===== config.mk =====
export PLATFORM = sky130hd
export DESIGN_NAME = sub_mod_seq
export DESIGN_NICKNAME = d
export VERILOG_FILES = /design/src/rtl/ecc_pkg.sv /design/src/rtl/limb_addsub.sv /design/src/rtl/sub_mod_seq.sv
export SDC_FILE = /design/constraint.sdc
export NUM_CORES = 2
export LEC_CHECK = 0
export ABC_AREA = 1
export CAP_MARGIN = 30
export CORE_AREA = 2 2 398 400
export DETAILED_ROUTE_END_ITERATION = 16
export DIE_AREA = 0 0 400 402
export PLACE_DENSITY = 0.69
export SETUP_SLACK_MARGIN = 0.15
export SYNTH_ARGS = -nofsm -noshare
export SYNTH_HDL_FRONTEND = slang
export SYNTH_SLANG_ARGS = --single-unit

===== constraint.sdc =====
create_clock -name clk -period 9.6 [get_ports clk]
set_input_delay 0.96 -clock clk [delete_from_list [all_inputs] [get_ports clk]]
set_output_delay 0.96 -clock clk [all_outputs]
set_load 0.02 [all_outputs]

===== src/rtl/ecc_pkg.sv =====
// Shared ECC datapath constants, state encoding and limb types.
// Used by the modular subtractor and its benches.
package ecc_pkg;

  localparam int WIDTH = 256;
  localparam int LIMB  = 64;
  localparam int NLIMB = WIDTH / LIMB;
  localparam int CNT_W = (NLIMB > 1) ? $clog2(NLIMB) : 1;

  localparam logic [WIDTH-1:0] P256K1 =
    256'hFFFFFFFF_FFFFFFFF_FFFFFFFF_FFFFFFFF_FFFFFFFF_FFFFFFFF_FFFFFFFE_FFFFFC2F;

  typedef enum logic [1:0] {
    IDLE,
    SUB,
    CORR,
    OUT
  } state_t;

  typedef logic [NLIMB-1:0][LIMB-1:0] limbs_t;

endpackage


===== src/rtl/limb_addsub.sv =====
// One-limb combinational adder/subtractor with carry/borrow chaining.
// sub=1: a - b - cin, cout is borrow; sub=0: a + b + cin.
module limb_addsub
  import ecc_pkg::*;
(
  input  logic            sub,
  input  logic [LIMB-1:0] a,
  input  logic [LIMB-1:0] b,
  input  logic            cin,
  output logic [LIMB-1:0] sum,
  output logic            cout
);

  logic [LIMB:0] wide;
  logic [LIMB:0] cin_w;

  assign cin_w = {{LIMB{1'b0}}, cin};

  // Top bit of the widened result is the carry or the wrapped borrow
  always_comb begin
    if (sub) wide = {1'b0, a} - {1'b0, b} - cin_w;
    else     wide = {1'b0, a} + {1'b0, b} + cin_w;
  end

  assign sum  = wide[LIMB-1:0];
  assign cout = wide[LIMB];

endmodule


===== src/rtl/sub_mod_seq.sv =====
// Limb-serial modular subtractor: (opA - opB) mod opM.
// Subtract pass, then an optional +opM pass when the subtract borrowed.
module sub_mod_seq
  import ecc_pkg::*;
(
  input  logic             clk,
  input  logic             rst_n,
  input  logic             in_valid,
  output logic             in_ready,
  input  logic [WIDTH-1:0] opA,
  input  logic [WIDTH-1:0] opB,
  input  logic [WIDTH-1:0] opM,
  output logic             out_valid,
  input  logic             out_ready,
  output logic [WIDTH-1:0] out_data
);

  state_t state, state_n;

  limbs_t a_q, b_q, m_q, res_q, res_nxt;
  logic [CNT_W-1:0] cnt;
  logic             cy;
  logic             last;
  logic             corr;
  logic [LIMB-1:0]  x, y, sum;
  logic             cout;

  assign in_ready  = (state == IDLE);
  assign out_valid = (state == OUT);
  assign last      = (cnt == CNT_W'(NLIMB - 1));
  assign corr      = (state == CORR);

  assign x = corr ? res_q[cnt] : a_q[cnt];
  assign y = corr ? m_q[cnt]   : b_q[cnt];

  limb_addsub u_alu (
    .sub  (!corr),
    .a    (x),
    .b    (y),
    .cin  (cy),
    .sum  (sum),
    .cout (cout)
  );

  always_comb begin
    res_nxt      = res_q;
    res_nxt[cnt] = sum;
  end

  always_comb begin
    state_n = state;
    unique case (state)
      IDLE: if (in_valid) state_n = SUB;
      SUB:  if (last) state_n = cout ? CORR : OUT;
      CORR: if (last) state_n = OUT;
      OUT:  if (out_ready) state_n = IDLE;
      default: state_n = IDLE;
    endcase
  end

  always_ff @(posedge clk or negedge rst_n) begin
    if (!rst_n) state <= IDLE;
    else        state <= state_n;
  end

  always_ff @(posedge clk or negedge rst_n) begin
    if (!rst_n) begin
      a_q      <= '0;
      b_q      <= '0;
      m_q      <= '0;
      res_q    <= '0;
      cnt      <= '0;
      cy       <= 1'b0;
      out_data <= '0;
    end else begin
      unique case (state)
        IDLE: begin
          if (in_valid) begin
            a_q <= opA;
            b_q <= opB;
            m_q <= opM;
            cnt <= '0;
            cy  <= 1'b0;
          end
        end
        SUB: begin
          res_q <= res_nxt;
          cy    <= cout;
          cnt   <= cnt + 1'b1;
          if (last) begin
            cnt <= '0;
            cy  <= 1'b0;
            if (!cout) out_data <= res_nxt;
          end
        end
        CORR: begin
          res_q <= res_nxt;
          cy    <= cout;
          cnt   <= cnt + 1'b1;
          // Final carry-out is dropped: the sum wraps mod 2^WIDTH
          if (last) begin
            cnt      <= '0;
            cy       <= 1'b0;
            out_data <= res_nxt;
          end
        end
        default: ;
      endcase
    end
  end

endmodule


==> results.toml <==
[layout]
fill_cells = 14360
fin_nets = 10320
layout-drive-gt1-share = 0.1198
area_delta_synth_final_pct = 23.99

[run]
maxCapViolations = 0

[route]
wl_um = 295500
drtIter0Drc = 6972
via_count = 65470
vias_per_cell = 5.653
wirelength_met1_um = 123800
dr_wl_met2_um = 132000
top_layer = "met5"
final_antenna_net_count = 0
route.met3.wl_um = 24110
routedWlPerCell_um = 25.51
drt-pass1-iter-count = 7
route.detailed.drc = 0

[critical_path]
worstSetupPathType = "flip-flop to flip-flop"
timing.rr.start = "cnt[0]"
cp.arrival_ps = 8050
reg2reg_to = "out_data[192]"
worstSetupEndpointType = "flip-flop"
reg2reg_depth = 27
reg2reg_slack_ps = 2260
required_ps = 10310
start_kind = "flip-flop"
crit_path_max_fanout = 141

[clock_tree]
cts-resized-gates = 0
insertion_delay_ps = 810
ctsHoldBuffers = 0
post-cts-setup-buffers = 0
cts.clk_slew.worst_paths_ps = 60
cts_max_path_buffers = 3
cts_made_buffers = 143
cts_sinks = 1285
cts_root_buf = "clkbuf_16"
cts_tree = "done"
htreeDepth = 4

[global_routing]
grt_use_total = 0.3596
grt_pass1_wl_um = 425800
antenna_found_initial = 73
overflow = 0
grt_pass1_vias = 63520
grt_max_degree = 174

[timing]
fin_skew_ps = 36.06
post-route-period-util = 0.7643
period_needed_ps = 7337
rsz0062_at_grt = "no"
max_freq_mhz = 136.3
relSlewSlack = 0.2624
setup_viol = 0
slew_violations = 0
tns_ps = 0
worst_pin_slew_ps = 1095
hold_viol = 0

[synth]
ys_seq_elements = 1285
synth.most_common_cell = "nand2_1"
syn_area_mm2 = 0.07053
syn_inst = 8567
synth_edf_count = 0
yosysTopAreaCell = "dfrtp_1"
synth_ff_type = "dfrtp_1"
syn_nets = 9538
yosys_warnings = 0
yosys.area.top_type_share = 0.4559
yosys-top-cells-count = "nand2_1, dfrtp_1, o21ai_0, nor2_1, mux2_2"
async_reset_ff_frac = 1.000
synth.avg_cell_area_um2 = 8.233
ys_seq_area_frac = 0.4559
ys_types = 47
synthTopCellsByArea = "dfrtp_1, mux2_2, nand2_1, o21ai_0, nor2_1"

[hold_path]
hold_class = "primary input to asynchronous set/reset pin"

[die]
num_io_pins = 1030
rows = 146
die-area_mm2 = 0.1608
initial_core_util = 0.4490
die_w_um = 400
die_y_um = 402
core_area_mm2 = 0.1571

[placed_design]
gp_congestion = 1.006
io_buffers = 1029
place_hpwl_um = 225200

[outcome]
status = "complete, no violations"
per-layer routing:
layer	track usage	up-vias
li1	-	29790
met1	0.4921	32160
met2	0.5486	2943
met3	0.07220	546
met4	0.1649	40
met5	0	-
cell type report:
type,instances,area (um^2),share of cell area
Tap cell,2072,2592,0.02965
Clock buffer,202,4233,0.04840
Antenna cell,52,130.1,0.001488
Multi-Input combinational cell,6133,33920,0.3878
Sequential cell,1285,32160,0.3678
Timing Repair Buffer,1103,11160,0.1276
Clock inverter,51,658.1,0.007526
Inverter,684,2599,0.02972
layout by cell type, fill, tap and decap left out, drive strengths merged, types with 4 or more instances in the layout:
| cell | Yosys | routed |
|---|---|---|
| diode | 0 | 52 |
| a31oi | 77 | 77 |
| a21o | 21 | 21 |
| dfrtp | 1285 | 1285 |
| o21bai | 24 | 24 |
| a21boi | 13 | 13 |
| o22ai | 146 | 146 |
| fa | 4 | 4 |
| nor4 | 10 | 10 |
| nand4 | 22 | 22 |
| clkinv | 4 | 41 |
| nor3 | 30 | 30 |
| bufinv | 0 | 7 |
| clkdlybuf4s50 | 0 | 1028 |
| inv | 680 | 685 |
| a21oi | 363 | 363 |
| nor2 | 939 | 939 |
| ha | 195 | 195 |
| clkbuf | 360 | 202 |
| o211ai | 6 | 6 |
| buf | 105 | 75 |
| nand3b | 13 | 13 |
| nand3 | 245 | 245 |
| xor2 | 21 | 21 |
| o21a | 8 | 8 |
| nand2 | 2151 | 2151 |
| o21ai | 1040 | 1040 |
| or2 | 27 | 27 |
| mux2 | 764 | 764 |
critical path: stages, from the launching register on:
cell     delay [ps]
dfrtp_4         660
inv_8           510
buf_12          320
buf_4           360
o21ai_0         150
nand2_1         250
inv_1            70
o21ai_0         230
inv_1            70
ha_1            370
inv_1           150
ha_1            400
a21oi_1         310
o21ai_0         170
a21oi_1         320
nand2_2         170
nand3_1         150
nand2_2         100
nand3_2          80
nand2_1          50
nand2_1          70
nand3_2         110
nand2_2         150
nand2_1         140
nand2_8         710
buf_12          430
nand2_1         130
nand2_1         100
registers in the layout, summed over array words and instances, names as in the netlist:
signal    count
a_q         256
b_q         256
cnt           2
cy            1
m_q         256
out_data    256
res_q       256
state         2
cell families (layout without fill, tap and decap cells):
group / count (synthesis) / after routing / synth area share
compound gates: 1706 / 1706 / 0.1281
fa+ha+maj: 199 / 199 / 0.03573
simple gates: 3440 / 3440 / 0.1913
mux: 766 / 766 / 0.1223
other cells: 0 / 52 / 0
flops: 1285 / 1285 / 0.4559
xor+xnor: 22 / 22 / 0.002732
buf+inv: 1149 / 2040 / 0.06402
worst max-delay path by stage:
stage                          to  cells after the start   start
floorplan           out_data[130]                     30  cnt[0]
finish              out_data[192]                     27  cnt[0]
detailed placement  out_data[156]                     26  cnt[0]
CTS                 out_data[192]                     27  cnt[0]
global placement    out_data[124]                     27  cnt[0]
global route        out_data[124]                     27  cnt[0]
metrics by stage:
step                hold WS, ps  setup WS, ps  utilization  cell area, um^2  std cells
finish                    137.7          2263       0.5567            87450      11580
detailed placement        464.3          2541       0.5245            82390      11280
floorplan                 449.1          5014            -            70530       8567
CTS                       156.3          2474       0.5556            87290      11530
global route              171.6          1831       0.5564            87420      11570
global placement          462.2          2530       0.5242            82360      11270
Power is not shown: default switching activity piles up to over one toggle a cycle in this logic, so the estimate is an artifact.
